==> src/rtl/g1_pkg.sv <==
// Shared constants and helpers for the g1 block family.
package g1_pkg;

  localparam int unsigned G1_WIDTH       = 4;
  localparam int unsigned G1_SYNC_STAGES = 2;
  localparam int unsigned G1_CNT_MAX     = 16;

  // Bits needed to hold 0..v-1; never returns less than 1.
  function automatic int unsigned clog2(input int unsigned v);
    int unsigned t;
    int unsigned r;
    t = v - 1;
    r = 0;
    while (t > 0) begin
      r = r + 1;
      t = t >> 1;
    end
    if (r == 0) r = 1;
    return r;
  endfunction

endpackage

==> src/rtl/g1_debounce_bit.sv <==
// Single-bit synchroniser, stability counter and output flop.
// Optional busy output when G1_INPUT_BUSY_EN is defined.
module g1_debounce_bit
  import g1_pkg::*;
#(
  parameter int unsigned SYNC_STAGES = G1_SYNC_STAGES,
  parameter int unsigned CNT_MAX     = G1_CNT_MAX
) (
  input  logic clk,
  input  logic rst,
  input  logic sw,
  output logic x,
  output logic upd_c
`ifdef G1_INPUT_BUSY_EN
  ,
  output logic busy
`endif
);

  localparam int unsigned CW = clog2(CNT_MAX);

  logic [SYNC_STAGES-1:0] sync;
  logic                   s;
  logic [CW-1:0]          cnt;
  logic                   at_max;

  assign s      = sync[SYNC_STAGES-1];
  assign at_max = (cnt == CW'(CNT_MAX - 1));
  assign upd_c  = (s != x) && at_max;

  // Plain flop chain bringing sw into the clk domain.
  always_ff @(posedge clk) begin
    if (rst) sync <= '0;
    else     sync <= {sync[SYNC_STAGES-2:0], sw};
  end

  // Qualify a differing bit for CNT_MAX cycles; any agreement restarts.
  always_ff @(posedge clk) begin
    if (rst) begin
      cnt <= '0;
      x   <= 1'b0;
    end else if (s == x) begin
      cnt <= '0;
    end else if (at_max) begin
      x   <= s;
      cnt <= '0;
    end else begin
      cnt <= cnt + CW'(1);
    end
  end

`ifdef G1_INPUT_BUSY_EN
  // Flags a bit that is part-way through qualification.
  always_ff @(posedge clk) begin
    if (rst) busy <= 1'b0;
    else     busy <= (cnt != '0);
  end
`endif

endmodule

==> src/rtl/g1_input_conditioner.sv <==
// Synchronises and debounces the raw switch vector feeding g1_behavioral.x,
// and strobes changed for one cycle whenever the conditioned vector moves.
// Optional per-bit busy output when G1_INPUT_BUSY_EN is defined.
module g1_input_conditioner
  import g1_pkg::*;
#(
  parameter int unsigned WIDTH       = G1_WIDTH,
  parameter int unsigned SYNC_STAGES = G1_SYNC_STAGES,
  parameter int unsigned CNT_MAX     = G1_CNT_MAX
) (
  input  logic             clk,
  input  logic             rst,
  input  logic [WIDTH-1:0] sw,
  output logic [WIDTH-1:0] x,
  output logic             changed
`ifdef G1_INPUT_BUSY_EN
  ,
  output logic [WIDTH-1:0] busy
`endif
);

  logic [WIDTH-1:0] upd_c;

  for (genvar i = 0; i < WIDTH; i++) begin : g_bit
    g1_debounce_bit #(
      .SYNC_STAGES(SYNC_STAGES),
      .CNT_MAX    (CNT_MAX)
    ) u_bit (
      .clk  (clk),
      .rst  (rst),
      .sw   (sw[i]),
      .x    (x[i]),
      .upd_c(upd_c[i])
`ifdef G1_INPUT_BUSY_EN
      ,
      .busy (busy[i])
`endif
    );
  end

  // One pulse per edge on which any bit updated, i.e. registered x != x_prev.
  always_ff @(posedge clk) begin
    if (rst) changed <= 1'b0;
    else     changed <= |upd_c;
  end

endmodule

==> config.mk <==
export PLATFORM = sky130hd
export DESIGN_NAME = g1_input_conditioner
export DESIGN_NICKNAME = d
export VERILOG_FILES = /design/src/rtl/g1_pkg.sv /design/src/rtl/g1_debounce_bit.sv /design/src/rtl/g1_input_conditioner.sv
export SDC_FILE = /design/constraint.sdc
export NUM_CORES = 1
export LEC_CHECK = 0
export CAP_MARGIN = 0
export CORE_ASPECT_RATIO = 1.2
export CORE_MARGIN = 4
export CORE_UTILIZATION = 40
export DETAILED_ROUTE_END_ITERATION = 8
export PLACE_DENSITY = 0.69
export SYNTH_ARGS = -nofsm -noshare
export SYNTH_HDL_FRONTEND = slang
export SYNTH_SLANG_ARGS = --single-unit
==> constraint.sdc <==
create_clock -name clk -period 2 [get_ports clk]
set_input_delay 0.4 -clock clk [delete_from_list [all_inputs] [get_ports clk]]
set_output_delay 0.4 -clock clk [all_outputs]
set_load 0.05 [all_outputs]
==> Flow_metrics.wiki, run 1 <==
{| class="wikitable"
! Metric !! Value
|-
| Core Area || roughly 0.0026 mm^2
|-
| Slowest stage cell on the critical path || sky130_fd_sc_hd__clkdlybuf4s50_1
|-
| Syn Inst Count || just over 100
|-
| Post-cts hold buffer count || 0
|-
| Area enclosed by the die boundary || roughly 0.0036 mm^2
|-
| Worst flop-to-flop path startpoint || g_bit[3].u_bit.cnt[0]
|-
| Synth-to-layout area growth || 17.7%
|-
| Total power divided by cell area || around 800 mW/mm^2
|-
| Number of nets at the end of the flow || 125
|-
| Per-cell via count in the routed design || 4.64
|-
| Clock network latency to the later pin of the worst-skew pair || 0.32 ns
|-
| Final worst-path cycle share || a little over nine tenths
|-
| Boundary Pins || 11
|-
| Pin count of the biggest net entering global routing || 10
|-
| Area after detailed placement || ~0.0012 mm^2
|-
| Layout cells sized above 1 || roughly 11%
|-
| Wire length of the first global-routing pass || 2860 um
|-
| Global placement routability congestion || ~0.65
|-
| Num CTS Buffers || 5
|-
| Area share of the leading cell type in the synthesized netlist || 54.5%
|-
| Setup slack on the worst flop-to-flop path || between 0.7 and 0.8 ns
|-
| Combined buffer and inverter count along the critical path || 1
|-
| Share of the core filled with cells || 49.1%
|-
| Top area cells in the synthesized netlist || sky130_fd_sc_hd__dfxtp_1 (55%), sky130_fd_sc_hd__xnor2_1 (6.6%), sky130_fd_sc_hd__nor2_1 (5.3%)
|-
| Data required time of the critical path || 1.60 ns
|-
| Setup repair after global routing missed its margin || false
|-
| Maxcap violations || 0
|-
| Final TNS setup || 0 ns
|-
| DRC || 0
|-
| Global Route Usage Sum || between 10% and 20%
|-
| Residual antenna-violating net count after detailed routing || 0
|-
| P_leak || ~0.00051 uW
|-
| Critical path's largest stage delay || slightly above 0.8 ns
|-
| Y dimension of the die || around 65 um
|-
| Worst setup path class || reg2out
|-
| # diodes || 0
|-
| Fmax achieved || roughly 520 MHz
|-
| Cell family with the largest share of critical-path delay || buffers and inverters
|-
| Max Clock Skew || 0.00702 ns
|-
| Max clock buf depth || 2
|-
| Critical path launch point type || flip-flop
|-
| RR Endpoint || g_bit[3].u_bit.cnt[3]
|-
| Cell area after technology mapping || 0.00106 mm^2
|-
| Most frequent cells in the layout || sky130_fd_sc_hd__dfxtp_1 (29), sky130_fd_sc_hd__nor2_1 (15), sky130_fd_sc_hd__clkdlybuf4s50_1 (9)
|-
| Count of final hold-check violations || 0
|-
| Number of iterations in the first detailed-routing pass || 4
|-
| Clock Tree Root || sky130_fd_sc_hd__clkbuf_4
|-
| Via count of the first global-routing pass || between 700 and 800
|-
| Startpoint of the most critical setup path || g_bit[2].u_bit.x
|-
| Worst hold path cell count || 1
|-
| GRT Residual Overflow || 0
|-
| CTS tree || built
|-
| Critical path arrival || approximately 1.5 ns
|-
| Number of DRC markers in iteration 0 || 6
|-
| Final setup violation count || 0
|-
| DP Wirelength || about 1300 um
|-
| Proportion of synthesized chip area in sequential cells || 54.5%
|-
| Number of antenna violations at the first check in global routing || 0
|-
| TritonCTS Sinks || 29
|-
| Post-Layout Inst Area || 0.00125 mm^2
|-
| Reg2reg path depth || 4
|-
| Routed len/inst || 11.2 um
|-
| Synthesized Nets || roughly 110
|-
| Width of the die || about 55 um
|-
| Cell-by-cell trace of the critical path || clkdlybuf4s50_1
|-
| Via count of the routed design || a little under 700
|-
| Number of distinct library cells after synthesis || 18
|-
| Capturing element type of the critical path || primary output
|-
| PnR Total Power || slightly above 1000 uW
|-
| Least-Margin Pin Slew || 0.512 ns
|-
| H-Tree Depth || 2
|-
| FF+latch count, synth || 29
|-
| Count of input and output buffers || 10
|-
| Largest fanout of any net on the critical path || 3
|-
| Detailed Route WL || about 1700 um
|-
| Mean Syn Cell Area || ~10 um^2
|-
| Hold crit path type || reg2reg
|-
| Last element of the critical path || x[2]
|-
| Synth area leader || sky130_fd_sc_hd__dfxtp_1
|-
| Result of the run || completed
|-
| Initial standard-cell utilization of the core || a little over two fifths
|-
| Peak supply drop || a little over 500 uV
|-
| Synth Warn # || 0
|-
| Reg clk slew, reported paths || around 0.090 ns
|-
| Time the final worst path needs with I/O delays and setup || 1.92 ns
|-
| Tightest slew margin relative to the limit || 65.8%
|-
| Leading cell type in the layout, fill and taps excluded || sky130_fd_sc_hd__dfxtp_1
|-
| Critical path depth in cells || 1
|-
| Max-slew violation count || 0
|-
| Number of cell rows || 20
|}
[kinds of logic after synthesis]
logic type	share of synthesized area (%)
muxes	3.76
buffers and inverters	5.17
adders and majority gates	4.70
DFF	54.5
and+or+nand+nor	18.9
AOI/OAI and AO/OA	3.06
xor gates and xnor gates	9.87
[stage by stage]
stage                     std cells  setup WS [ns]  hold slack, ns
after floorplan                 102          0.813           0.414
after global placement          141          0.398           0.419
after detailed placement        141          0.384           0.429
after CTS                       149         0.0539           0.450
after global routing            149        0.00641           0.457
final                           149         0.0827           0.447
[where the power goes]
group          internal, uW  switching (uW)  total [uW]
clock                   203             195         398
sequential              587            4.85         592
combinational          20.2            14.3        34.6
[worst min-delay path by stage]
stage	endpoint	slack, ns	start
after floorplan	g_bit[0].u_bit.sync[1]	0.41	g_bit[0].u_bit.sync[0]
after global routing	g_bit[0].u_bit.sync[1]	0.46	g_bit[0].u_bit.sync[0]
after detailed placement	g_bit[0].u_bit.sync[1]	0.43	g_bit[0].u_bit.sync[0]
after CTS	g_bit[0].u_bit.sync[1]	0.45	g_bit[0].u_bit.sync[0]
final	g_bit[1].u_bit.cnt[0]	0.45	g_bit[1].u_bit.cnt[0]
after global placement	g_bit[1].u_bit.sync[1]	0.42	g_bit[1].u_bit.sync[0]
[Yosys cell counts (all sizes together)]
master  count
nor3        4
xor2        4
mux2i       4
inv         4
dfxtp      29
ha          4
buf         6
nor2b       8
a311o       1
xnor2       8
o21ba       1
o22ai       2
or3b        3
nor2       16
nand3       8
[timing repair]
action / 4_1_cts / 5_1_grt
resized for setup: 0 / 1
endpoints found under the setup margin: 0 / 1
buffers inserted: 0 / 0
[registers in the layout (all words and copies together) (netlist names)]
register and flops:
changed 1, g_bit.u_bit.cnt 16, g_bit.u_bit.sync 8, g_bit.u_bit.x 4
[per-layer routing]
layer  wire length (um)  vias to the layer above  track usage (%)
li1                   -                      359                -
met1                700                      310             12.4
met2                790                       16             16.9
met3                123                        7             5.75
met4                 50                        0             7.29
met5                  0                        -                0
[final cells by class]
cell class | instances | area (um^2)
clock buffer | 7 | 65.1
clock inverter | 1 | 5.00
fill | 251 | 1300
inverter | 4 | 15.0
multi-input combinational | 63 | 429
sequential | 29 | 581
tap | 33 | 41.3
timing repair buffer | 12 | 118
(Power assumes the default switching activity.)
==> run 2, diff against run 1 <==
--- a/config.mk
+++ b/config.mk
@@ -11,6 +11,7 @@
 export CORE_UTILIZATION = 40
 export DETAILED_ROUTE_END_ITERATION = 8
 export PLACE_DENSITY = 0.69
+export SETUP_SLACK_MARGIN = 0.2
 export SYNTH_ARGS = -nofsm -noshare
 export SYNTH_HDL_FRONTEND = slang
 export SYNTH_SLANG_ARGS = --single-unit
==> run 2 against run 1 <==
Clock-buffer cell count is the same. Register-to-register slack is essentially flat. Largest power group unchanged. Clock skew is essentially flat. Largest cell class unchanged. Final cell count is the same. First-iteration DRC count grew 17%. Sequential power is essentially flat. Utilization shrank 0.34 points. Combinational power is essentially flat. Wire length grew 0.12%. Via count shrank 0.29%. Die area is the same.
==> Flow_metrics.wiki, run 2 (synthesis results as in run 1) <==
{| class="wikitable"
! Metric !! Value
|-
| Synth-to-layout area growth || 16.9%
|-
| DP Wirelength || 1270 um (unchanged)
|-
| GRT Residual Overflow || 0 (unchanged)
|-
| Final setup violation count || 0 (unchanged)
|-
| Boundary Pins || 11 (unchanged)
|-
| PnR Total Power || 1020 uW (about the same)
|-
| Number of cell rows || 20 (unchanged)
|-
| Hold crit path type || reg2reg
|-
| Met2 Resource Use GR || 16.9% (unchanged)
|-
| Number of nets at the end of the flow || 125 (unchanged)
|-
| Number of DRC markers in iteration 0 || 7 (+1)
|-
| Number of fill cells || 255 (+1.6%)
|-
| Tightest slew margin relative to the limit || 66.9% (+1.1 points)
|-
| Wire length of the first global-routing pass || 2860 um (unchanged)
|-
| Reg2reg path depth || 4 (unchanged)
|-
| Cell-internal power || 811 uW (about the same)
|-
| Critical path's largest stage delay || 0.55 ns (-0.27 ns)
|-
| Via count of the routed design || 690 (-0.29%)
|-
| Clock network latency to the later pin of the worst-skew pair || 0.32 ns (about the same)
|-
| M1 GR Usage || 12.4% (unchanged)
|-
| TritonCTS Sinks || 29 (unchanged)
|-
| Capturing element type of the critical path || primary output
|-
| Num CTS Buffers || 5 (unchanged)
|-
| Most flops, register || g_bit.u_bit.cnt
|-
| Largest fanout of any net on the critical path || 3 (unchanged)
|-
| Number of antenna violations at the first check in global routing || 0 (unchanged)
|-
| CTS tree || built
|-
| Pin count of the biggest net entering global routing || 10 (unchanged)
|-
| Largest registers ranked by flip-flop count || g_bit.u_bit.cnt x16, g_bit.u_bit.sync x8, g_bit.u_bit.x x4
|-
| Max-slew violation count || 0 (unchanged)
|-
| Initial standard-cell utilization of the core || 41.7% (unchanged)
|-
| Final worst-path cycle share || 82.7% (-13 points)
|-
| Core Area || 0.00255 mm^2 (unchanged)
|-
| Reg clk slew, reported paths || 0.09 ns (about the same)
|-
| Clock Tree Root || sky130_fd_sc_hd__clkbuf_4
|-
| Clock share of power || 38.9% (about the same)
|-
| Result of the run || completed
|-
| Global placement routability congestion || 0.652 (unchanged)
|-
| Per-cell via count in the routed design || 4.63 (-0.29%)
|-
| Max clock buf depth || 2 (unchanged)
|-
| Count of final hold-check violations || 0 (unchanged)
|-
| Most frequent cells in the layout || sky130_fd_sc_hd__dfxtp_1 (29), sky130_fd_sc_hd__nor2_1 (15), sky130_fd_sc_hd__nor2b_1 (8), sky130_fd_sc_hd__xnor2_1 (8), sky130_fd_sc_hd__nand3_1 (8)
|-
| Post-Route Hold Slack || 0.447 ns (-0.00000100 ns)
|-
| Critical path arrival || 1.25 ns (-0.27 ns)
|-
| Post-cts hold buffer count || 0 (unchanged)
|-
| Combined buffer and inverter count along the critical path || 1 (unchanged)
|-
| Total power divided by cell area || 823 mW/mm^2 (+0.68%)
|-
| Via count of the first global-routing pass || 705 (unchanged)
|-
| Layout cells sized above 1 || 11.2% (unchanged)
|-
| Slowest stage cell on the critical path || sky130_fd_sc_hd__dlygate4sd2_1
|-
| Max reg flops || 16 (unchanged)
|-
| Area taken by multi-input logic gates || 429 um^2 (unchanged)
|-
| Critical path launch point type || flip-flop
|-
| Cell-by-cell trace of the critical path || dlygate4sd2_1
|-
| Peak supply drop || 504 uV (-0.14%)
|-
| Least-Margin Pin Slew || 0.498 ns (-0.0143 ns)
|-
| Net Sw Power || 214 uW (about the same)
|-
| Total setup buffers inserted after CTS || 0 (unchanged)
|-
| # diodes || 0 (unchanged)
|-
| Cell family with the largest share of critical-path delay || buffers and inverters
|-
| Data required time of the critical path || 1.60 ns (about the same)
|-
| Residual antenna-violating net count after detailed routing || 0 (unchanged)
|-
| Number of iterations in the first detailed-routing pass || 4 (unchanged)
|-
| Combinational Power Share || 3.4% (about the same)
|-
| Max Clock Skew || 0.00678 ns (-0.000242 ns)
|-
| Time the final worst path needs with I/O delays and setup || 1.65 ns (-0.264 ns)
|-
| Cts repair resizes || 5 (+5)
|-
| H-Tree Depth || 2 (unchanged)
|-
| Met3 layer usage reported by global route || 5.75% (unchanged)
|-
| Sequential cell area || 581 um^2 (unchanged)
|-
| Critical path depth in cells || 1 (unchanged)
|-
| Detailed Route WL || 1670 um (+0.12%)
|-
| DRC || 0 (unchanged)
|-
| Width of the die || 55.1 um (unchanged)
|-
| Fmax achieved || 605 MHz (+16%)
|-
| Proportion of power drawn by flip-flops and latches || 57.8% (about the same)
|-
| Net switching share of the total power || 20.9% (about the same)
|-
| Worst setup path class || reg2out
|-
| Setup WS pre-CTS || 0.384 ns (unchanged)
|-
| Final TNS setup || 0 ns (unchanged)
|-
| Layer with the highest usage || met2
|-
| Worst hold path cell count || 1 (unchanged)
|-
| Setup repair after global routing missed its margin || false
|-
| Leading cell type in the layout, fill and taps excluded || sky130_fd_sc_hd__dfxtp_1
|-
| Final worst setup slack || 0.347 ns (+0.264 ns)
|-
| Area enclosed by the die boundary || 0.00356 mm^2 (unchanged)
|-
| Y dimension of the die || 64.5 um (unchanged)
|-
| Routed len/inst || 11.2 um (+0.12%)
|-
| Global Route Usage Sum || 11.4% (unchanged)
|-
| Maxcap violations || 0 (unchanged)
|-
| P_leak || 0.000515 uW (+1.1%)
|-
| Count of input and output buffers || 10 (unchanged)
|}
run 2: cell count changes in the layout (fill, tap and decap cells not counted), sizes merged:
cell / before / now
dlymetal6s2s: 1 / 0
dlygate4sd2: 0 / 5
clkdlybuf4s50: 9 / 5
run 2: power groups by stage:
stage | Sequential, uW | Combinational (uW) | Clock (uW)
2_1_floorplan | 604 | 19.9 | 0
3_3_place_gp | 605 | 33.9 | 0
3_5_place_dp | 606 | 35.1 | 0
4_1_cts | 592 | 35.3 | 413
5_1_grt | 593 | 38.6 | 440
6_report | 592 | 34.6 | 398
run 2: per-stage QoR:
| stage | utilization, % | std cells | area, um^2 |
|---|---|---|---|
| floorplan | - | 102 | 1060 |
| global placement | 46.3 | 141 | 1180 |
| detailed placement | 46.3 | 141 | 1180 |
| CTS | 48.8 | 149 | 1240 |
| global route | 48.8 | 149 | 1240 |
| finish | 48.8 | 149 | 1240 |
run 2: routing by layer:
metal	routed length, um	part of all wire [%]	up-vias
met3	126	7.6	7
met2	787	47	16
met1	702	42	308
met5	0	0	-
met4	50	3.0	0
li1	-	-	359
run 2: layout make-up:
cell class	count	area share (%)
multi-input cells	63	34.5
flip-flops and latches	29	46.6
repair buffers	12	8.74
clock buffers	7	5.23
well taps	33	3.32
inverters	4	1.21
clock inverters	1	0.402
run 2: final timing paths:
check | start | slack, ns | end
worst min-delay path | g_bit[1].u_bit.cnt[0] | 0.45 | g_bit[1].u_bit.cnt[0]
worst max-delay path | g_bit[1].u_bit.x | 0.35 | x[1]
worst max register to register | g_bit[3].u_bit.cnt[0] | 0.71 | g_bit[3].u_bit.cnt[3]
worst min register to register | g_bit[1].u_bit.cnt[0] | 0.45 | g_bit[1].u_bit.cnt[0]
==> run 3, diff against run 2 <==
--- a/config.mk
+++ b/config.mk
@@ -10,7 +10,7 @@
 export CORE_MARGIN = 4
 export CORE_UTILIZATION = 40
 export DETAILED_ROUTE_END_ITERATION = 8
-export PLACE_DENSITY = 0.69
+export PLACE_DENSITY = 0.71
 export SETUP_SLACK_MARGIN = 0.2
 export SYNTH_ARGS = -nofsm -noshare
 export SYNTH_HDL_FRONTEND = slang
==> constraint.sdc (replaced) <==
create_clock -name clk -period 1.43 [get_ports clk]
set_input_delay 0.286 -clock clk [delete_from_list [all_inputs] [get_ports clk]]
set_output_delay 0.286 -clock clk [all_outputs]
set_load 0.05 [all_outputs]
==> run 3 against run 2 <==
Sequential power grew 40%. Worst hold slack lost 0.0028 ns. Combinational power grew 60%. Critical path depth grew 3. Cell area grew 13%. Clock power grew 15%. Utilization grew 6.2 points. Setup slack lost 0.10 ns. Global-route usage grew 0.58 points. Clock-buffer cell count shrank 1.
==> Flow_metrics.wiki, run 3 (synthesis results as in run 1) <==
{| class="wikitable"
! Metric !! Value
|-
| PnR Total Power || 1340 uW (+31%)
|-
| DRC || 0 (unchanged)
|-
| Number of cell rows || 20 (unchanged)
|-
| Most frequent cells in the layout || sky130_fd_sc_hd__dfxtp_1 (22), sky130_fd_sc_hd__nor2_1 (9), sky130_fd_sc_hd__nor2b_1 (8), sky130_fd_sc_hd__xnor2_1 (8), sky130_fd_sc_hd__nor2_2 (7)
|-
| Critical path arrival || 1.46 ns (+0.21 ns)
|-
| Maxcap violations || 0 (unchanged)
|-
| Initial standard-cell utilization of the core || 41.7% (unchanged)
|-
| Clock network latency to the later pin of the worst-skew pair || 0.33 ns (about the same)
|-
| Routed len/inst || 11.6 um (+3.4%)
|-
| Num CTS Buffers || 5 (unchanged)
|-
| Most flops, register || g_bit.u_bit.cnt
|-
| Max clock buf depth || 2 (unchanged)
|-
| Data required time of the critical path || 1.70 ns (+0.10 ns)
|-
| Clock Tree Root || sky130_fd_sc_hd__clkbuf_4
|-
| Final worst-path cycle share || 82.8%
|-
| Global placement routability congestion || 0.724 (+11%)
|-
| Max reg flops || 16 (unchanged)
|-
| Leading cell type in the layout, fill and taps excluded || sky130_fd_sc_hd__dfxtp_1
|-
| Combined buffer and inverter count along the critical path || 0 (-1)
|-
| Detailed Route WL || 1750 um (+4.8%)
|-
| DP Wirelength || 1150 um (-9.2%)
|-
| Final TNS setup || 0 ns (unchanged)
|-
| TritonCTS Sinks || 29 (unchanged)
|-
| Least-Margin Pin Slew || 0.297 ns (-0.201 ns)
|-
| GRT Residual Overflow || 0 (unchanged)
|-
| Count of final hold-check violations || 0 (unchanged)
|-
| Wire length of the first global-routing pass || 2850 um (-0.49%)
|-
| CTS tree || built
|-
| Global Route Usage Sum || 11.9% (+0.58 points)
|-
| Width of the die || 55.1 um (unchanged)
|-
| Cell family with the largest share of critical-path delay || simple AND/OR/NAND/NOR gates
|-
| Time the final worst path needs with I/O delays and setup || between 1 and 1.5 ns
|-
| Core Area || 0.00255 mm^2 (unchanged)
|-
| Max Clock Skew || 0.00726 ns (+0.000485 ns)
|-
| Cell-by-cell trace of the critical path || ha_4 -> nand3_4 -> or3b_4 -> nor2_2
|-
| Largest fanout of any net on the critical path || 3 (unchanged)
|-
| Capturing element type of the critical path || flip-flop
|-
| Per-cell via count in the routed design || 4.56 (-1.6%)
|-
| Critical path's largest stage delay || 0.41 ns (-0.14 ns)
|-
| Y dimension of the die || 64.5 um (unchanged)
|-
| Worst setup path class || reg2reg
|-
| Area enclosed by the die boundary || 0.00356 mm^2 (unchanged)
|-
| # diodes || 0 (unchanged)
|-
| Count of input and output buffers || 10 (unchanged)
|-
| Total power divided by cell area || 956 mW/mm^2 (+16%)
|-
| Boundary Pins || 11 (unchanged)
|-
| Number of fill cells || 231 (-9.4%)
|-
| Synth-to-layout area growth || 31.8%
|-
| Tightest slew margin relative to the limit || 80.0% (+13 points)
|-
| Setup slack on the worst flop-to-flop path || 0.25 ns (-0.46 ns)
|-
| Number of DRC markers in iteration 0 || 0 (-7)
|-
| Reg clk slew, reported paths || 0.09 ns (about the same)
|-
| Result of the run || completed
|-
| Max-slew violation count || 0 (unchanged)
|-
| H-Tree Depth || 2 (unchanged)
|-
| Slowest stage cell on the critical path || sky130_fd_sc_hd__or3b_4
|-
| Via count of the first global-routing pass || 703 (-0.28%)
|-
| Number of antenna violations at the first check in global routing || 0 (unchanged)
|-
| Pin count of the biggest net entering global routing || 10 (unchanged)
|-
| Critical path launch point type || flip-flop
|-
| P_leak || 0.000509 uW (-1.1%)
|-
| Final setup violation count || 0 (unchanged)
|-
| Peak supply drop || 576 uV (+14%)
|-
| Layout cells sized above 1 || 33.9% (+23 points)
|-
| Setup repair after global routing missed its margin || false
|-
| Number of iterations in the first detailed-routing pass || 1 (-3)
|-
| Fmax achieved || ~840 MHz
|-
| Hold crit path type || reg2reg
|-
| Residual antenna-violating net count after detailed routing || 0 (unchanged)
|-
| Number of nets at the end of the flow || 127 (+1.6%)
|-
| Largest registers ranked by flip-flop count || g_bit.u_bit.cnt x16, g_bit.u_bit.sync x8, g_bit.u_bit.x x4
|-
| Via count of the routed design || 688 (-0.29%)
|}
run 3: changes by cell type in the layout (fill, tap and decap cells not counted), moves of 3 or more:
| cell | change |
|---|---|
| sky130_fd_sc_hd__ha_4 | +3 |
| sky130_fd_sc_hd__nor2_2 | +6 |
| sky130_fd_sc_hd__dfxtp_2 | +6 |
| sky130_fd_sc_hd__ha_1 | -3 |
| sky130_fd_sc_hd__nor2_1 | -6 |
| sky130_fd_sc_hd__buf_12 | +5 |
| sky130_fd_sc_hd__nand3_4 | +3 |
| sky130_fd_sc_hd__dlygate4sd2_1 | -5 |
| sky130_fd_sc_hd__dfxtp_1 | -7 |
| sky130_fd_sc_hd__nand3_1 | -3 |
run 3: worst reg2reg max path: stages (launching register included):
cell and delay, ns:
sky130_fd_sc_hd__dfxtp_4 0.37, sky130_fd_sc_hd__ha_4 0.17, sky130_fd_sc_hd__nand3_4 0.09, sky130_fd_sc_hd__or3b_4 0.41, sky130_fd_sc_hd__nor2_2 0.09
run 3: metal layers:
layer	vias up	track usage (%)	share of wire, %
met5	-	0	0
met4	0	9.12	3.5
met3	7	7.36	6.8
met2	14	16.7	47
met1	307	12.4	43
li1	360	-	-
run 3: repair_timing:
item                                    4_1_cts  5_1_grt
buffers inserted                              0        1
endpoints found under the setup margin       10       11
hold buffers                                  0        0
resized for setup                             9       19
pin swaps                                     0        1
run 3: power by group:
group	leakage (uW)	total [uW]	switching [uW]	internal, uW
registers	0.000239	828	8.07	820
clock network	0.0000320	459	272	187
logic	0.000238	55.4	22.2	33.3
run 3: worst paths after layout:
check,endpoint,start,cells after the start
setup reg to reg,g_bit[3].u_bit.cnt[1],g_bit[3].u_bit.cnt[0],4
hold / removal,g_bit[3].u_bit.cnt[0],g_bit[3].u_bit.cnt[0],1
hold reg to reg,g_bit[3].u_bit.cnt[0],g_bit[3].u_bit.cnt[0],1
setup / recovery,g_bit[3].u_bit.cnt[1],g_bit[3].u_bit.cnt[0],4
run 3: area by class of cell:
type / instances / area (um^2) / area share [%]
clock buffers: 6 / 41.3 / 2.94
well taps: 33 / 41.3 / 2.94
multi-input cells: 63 / 524 / 37.3
inverters: 4 / 15.0 / 1.07
flip-flops and latches: 29 / 592 / 42.2
clock inverters: 2 / 10.0 / 0.713
repair buffers: 14 / 180 / 12.8
run 3: through the flow:
step           util, %  instance area, um^2  setup slack (ns)  instances  hold WS, ns
3_5_place_dp      48.5                 1240           -0.0464        142        0.426
5_1_grt           55.0                 1400             0.178        151        0.456
2_1_floorplan        -                 1060             0.243        102        0.414
6_report          55.0                 1400             0.246        151        0.444
3_3_place_gp      48.5                 1240           0.00328        142        0.417
4_1_cts           51.7                 1320             0.202        150        0.447
==> RTL change 1 (config.mk and constraints of run 3) <==
`G1_CNT_MAX`: 16 -> 17.
--- a/src/rtl/g1_pkg.sv
+++ b/src/rtl/g1_pkg.sv
@@ -3,7 +3,7 @@
 
   localparam int unsigned G1_WIDTH       = 4;
   localparam int unsigned G1_SYNC_STAGES = 2;
-  localparam int unsigned G1_CNT_MAX     = 16;
+  localparam int unsigned G1_CNT_MAX     = 17;
 
   // Bits needed to hold 0..v-1; never returns less than 1.
   function automatic int unsigned clog2(input int unsigned v);
Check against the original RTL: same outputs for any inputs over 10 cycles, from zero or initial values and one cycle with rst high; that may be too few to reach the edited logic, so the function may still have changed.
==> RTL change 1 against run 3 <==
- worst setup slack worse by 0.093 ns
- total power rose by 11%
- wire length is 34% higher
- sequential cell count up 4
- design area grew 29%
- area after synthesis rose by 27%
- sequential power rose by 13%
- critical path type unchanged
- critical endpoint is now g_bit[2].u_bit.x
==> RTL change 1: results (changes against run 3) <==
Synth top cells by count - dfxtp_1, nor2_1, inv_1
Worst Hold Depth - 1 (unchanged)
GRT met2 Usage - 19.9% (+3.1 points)
Worst R2R Start - g_bit[2].u_bit.cnt[1]
routability cong. - 0.676 (-6.6%)
vias per cell - 4.69 (+3.0%)
nets - 173 (+36%)
Seq/Total Area, Yosys - 49.0% (-5.5 points)
clock-pin slew of the registers on the worst-case setup and hold paths - 0.09 ns (about the same)
yosys warns - 0 (unchanged)
WHS - 0.440 ns (-0.00404 ns)
peak supply drop - 664 uV (+15%)
Placement Cell Area - 1560 um^2 (+26%)
synth top area cells - dfxtp_1, ha_1, nor2_1, xnor2_1, xor2_1
Hold Crit Endpoint - g_bit[0].u_bit.sync[1]
Port Buffers - 10 (unchanged)
Iter 0 DRT Violations - 22 (+22)
Top Registers - g_bit.u_bit.cnt x20, g_bit.u_bit.sync x8, g_bit.u_bit.x x4
largest net degree at the start of global routing - 10 (unchanged)
worst hold path class - flip-flop to flip-flop
Least-Margin Pin Slew - 0.284 ns (-0.0127 ns)
layout cells sized above 1 - 42.5% (+8.6 points)
met1 Track Usage GR - 13.3% (+0.82 points)
Total Routing Usage GR - 12.4% (+0.48 points)
CTS Buf Count - 5 (unchanged)
status - completed
vias in the first global route - 969 (+38%)
r2r setup slk - 0.15 ns (-0.09 ns)
async set or reset register ratio after synthesis - 0% (unchanged)
Leak - 0.000648 uW (+27%)
drt first pass iters - 3 (+2)
Worst R2R End - g_bit[2].u_bit.x
clock buffer depth - 2 (unchanged)
Worst Path Max Fanout - 3 (unchanged)
ant diodes - 0 (unchanged)
HP Start - g_bit[0].u_bit.sync[0]
top-count cell post-synth - dfxtp_1
H-tree depth - 2 (unchanged)
reg2reg path depth - 6 (+2)
clk_skew - 0.00682 ns (-0.000440 ns)
initial antenna violation count - 0 (unchanged)
average wire per standard cell - 11.9 um (+2.9%)
Synth cell types - 19 (+1)
layout filler cell count - 276 (+19%)
HPWL after DPL - 1.49 mm (+30%)
first-pass GRT wire length - 4.04 mm (+42%)
syn_nets - 146 (+30%)
met3 Usage GRT - 5.41% (-2.0 points)
-- RTL change 1: cell types whose count changed after synthesis, moves of 3 or more --
cell	delta
dfxtp_1	+4
ha_1	+4
xor2_1	+4
nand2b_1	+3
nor2_1	+7
inv_1	+8
-- RTL change 1: how the worst max path moves through the flow --
stage,start,to,slack (ns),cells after the start
detailed placement,rst,g_bit[0].u_bit.cnt[0],-0.07,4
global placement,rst,g_bit[1].u_bit.cnt[0],-0.01,4
floorplan,g_bit[1].u_bit.cnt[0],g_bit[1].u_bit.cnt[0],0.20,5
finish,g_bit[2].u_bit.cnt[1],g_bit[2].u_bit.x,0.15,6
global route,g_bit[2].u_bit.cnt[1],g_bit[2].u_bit.x,0.06,6
CTS,g_bit[1].u_bit.cnt[1],g_bit[1].u_bit.cnt[0],0.15,5
-- RTL change 1: worst max-delay path: stages, from the launching register on --
cell      delay [ns]
dfxtp_2         0.33
inv_2           0.07
ha_4            0.13
nor4bb_4        0.24
buf_4           0.16
mux2i_1         0.18
nor2_1          0.06
-- RTL change 1: power by group --
group,switching [uW],total (uW),internal (uW)
registers,6.48,939,933
clock network,283,479,196
logic,32.1,77.5,45.4
-- RTL change 1: cell type report --
class	instances	area (um^2)	share of cell area [%]
well taps	36	45.0	2.49
clock buffers	8	48.8	2.70
flip-flops and latches	33	674	37.4
multi-input cells	81	718	39.8
inverters	12	45.0	2.49
repair buffers	26	274	15.2
-- RTL change 1: through the flow --
step | instances | TNS (ns) | setup slack, ns
2_1_floorplan | 132 | 0 | 0.201
3_3_place_gp | 176 | -0.0730 | -0.0128
3_5_place_dp | 176 | -0.697 | -0.0651
4_1_cts | 195 | 0 | 0.153
5_1_grt | 196 | 0 | 0.0560
6_report | 196 | 0 | 0.153
-- RTL change 1: repair_timing --
| action | CTS | global route |
|---|---|---|
| endpoints found under the setup margin | 20 | 27 |
| hold buffers | 0 | 0 |
| gates resized for setup | 22 | 15 |
| pin swaps | 11 | 6 |
| setup buffers | 11 | 1 |
-- RTL change 1: kinds of logic (layout without fill, tap and decap cells) --
family / Yosys count / count (layout) / synth area share [%]
xor gates and xnor gates: 16 / 16 / 10.4
and+or+nand+nor: 52 / 52 / 22.9
muxes: 4 / 4 / 2.97
buffers and inverters: 18 / 46 / 6.12
AOI/OAI and AO/OA: 1 / 1 / 1.21
adders and majority gates: 8 / 8 / 7.42
DFF: 33 / 33 / 49.0
-- RTL change 1: metal layers --
metal	wire length, um	part of all wire (%)	up-vias
li1	-	-	468
met1	946	41	427
met2	1210	52	17
met3	105	4.5	8
met4	76	3.3	0
met5	0	0	-
==> RTL change 2 (config.mk and constraints of run 3) <==
Without the edit above. The output `changed` loses its register stage (`changed` becomes a continuous assignment). Comments in the files are not updated.
--- a/src/rtl/g1_input_conditioner.sv
+++ b/src/rtl/g1_input_conditioner.sv
@@ -39,10 +39,7 @@
   end
 
   // One pulse per edge on which any bit updated, i.e. registered x != x_prev.
-  always_ff @(posedge clk) begin
-    if (rst) changed <= 1'b0;
-    else     changed <= |upd_c;
-  end
+  assign changed = |upd_c;
 
 endmodule
 
Formal check against the unedited RTL: no difference found for any inputs over 10 cycles, from zero or initial values and one cycle with rst high; that may be too few to reach the edited logic, so the function may still have changed.
==> RTL change 2 against run 3 <==
- the flow now finishes with violations (negative setup slack)
- area after synthesis down 1.3%
- total power grew 2.9%
- largest cell class unchanged
- wire length grew 13%
- hold slack better by 0.0096 ns
- critical path depth increased by 1
- clock power increased by 12%
- design area is 9.4% higher
- sequential share of layout area is 4.9 points lower
- worst setup slack worse by 0.70 ns
- sequential cell count fell by 1
- via count is 14% higher
==> RTL change 2: results (changes against run 3) <==
Seq/Total Area, Yosys - 53.3% (-1.2 points)
HP Start - g_bit[3].u_bit.sync[0]
drt first pass iters - 4 (+3)
Leak - 0.000672 uW (+32%)
Hold Crit Endpoint - g_bit[3].u_bit.sync[1]
Setup Viol. Count Final - 1 (+1)
HPWL after DPL - 1.46 mm (+27%)
worst stage delay on the critical path - 0.36 ns (-0.05 ns)
reg2reg path depth - 7 (+3)
Slew HR - 79.1% (-0.94 points)
Placement Cell Area - 1390 um^2 (+12%)
status - finished, violations left
peak supply drop - 602 uV (+4.5%)
slowest stage cell, crit path - dfxtp_2
setup TNS - -0.451 ns (-0.451 ns)
Synth top cells by count - dfxtp_1, nor2_1, nand3_1, nor2b_1, xor2_1
clk_skew - 0.00695 ns (-0.000307 ns)
Worst R2R End - g_bit[3].u_bit.x
Total Routing Usage GR - 13.2% (+1.3 points)
DP Worst Slack - -0.126 ns (-0.0799 ns)
layout cells sized above 1 - 39.3% (+5.4 points)
CTS Buf Count - 3 (-2)
violated checks - negative setup slack
H-tree depth - 1 (-1)
Synth cell types - 19 (+1)
layout filler cell count - 213 (-7.8%)
largest net degree at the start of global routing - 17 (+7)
Placed Cells - 162 (+14%)
clock-pin slew of the registers on the worst-case setup and hold paths - 0.14 ns (+0.05 ns)
r2r setup slk - 0.16 ns (-0.09 ns)
setup ws final - -0.451 ns (-0.697 ns)
vias in the first global route - 851 (+21%)
WHS - 0.454 ns (+0.00960 ns)
vias per cell - 4.68 (+2.7%)
routability cong. - 0.641 (-12%)
RTL change 2: kinds of logic (layout without fill, tap and decap cells):
group	Yosys count	count (layout)	share of synthesized area, %
AOI/OAI and AO/OA	2	2	1.55
xor gates and xnor gates	12	12	10.7
muxes	4	4	3.81
and+or+nand+nor	42	42	20.6
DFF	28	28	53.3
adders and majority gates	4	4	4.76
buffers and inverters	10	43	5.24
RTL change 2: report_power, final:
| group | internal (uW) | leakage [uW] | switching [uW] |
|---|---|---|---|
| Combinational | 38.2 | 0.000412 | 25.9 |
| Clock | 284 | 0.0000279 | 231 |
| Sequential | 795 | 0.000232 | 6.82 |
RTL change 2: per-stage QoR:
step / total power [uW] / utilization [%]
finish: 1380 / 60.8
global route: 1440 / 60.8
CTS: 1390 / 58.9
detailed placement: 878 / 54.9
global placement: 875 / 54.9
floorplan: 844 / -
RTL change 2: repair_timing:
item                       4_1_cts  5_1_grt
cloned                           0        0
pin swaps                        3        5
resized for setup               14        8
buffers inserted                 1        1
setup endpoints to repair        7        9
hold buffers                     0        0
RTL change 2: final cells by class:
class	count	area [um^2]	share of cell area, %
Clock buffer	3	22.5	1.47
Clock inverter	1	30.0	1.95
Inverter	4	15.0	0.977
Multi-Input combinational cell	64	504	32.8
Sequential cell	28	572	37.2
Tap cell	33	41.3	2.69
Timing Repair Buffer	35	352	22.9
RTL change 2: how the worst max path moves through the flow:
stage                               start       to  slack, ns  cells after the start
floorplan           g_bit[3].u_bit.cnt[0]  changed      -0.04                      4
global placement    g_bit[3].u_bit.cnt[1]  changed      -0.10                      5
detailed placement  g_bit[3].u_bit.cnt[1]  changed      -0.13                      5
CTS                 g_bit[3].u_bit.cnt[0]  changed      -0.47                      5
global route        g_bit[3].u_bit.cnt[0]  changed      -0.52                      5
finish              g_bit[3].u_bit.cnt[0]  changed      -0.45                      5
RTL change 2: per-layer routing:
metal	up-vias	track usage [%]	share of wire, %
met2	10	24.4	59
li1	397	-	-
met4	0	6.54	1.6
met5	-	0	0
met1	375	12.2	36
met3	4	3.73	3.6
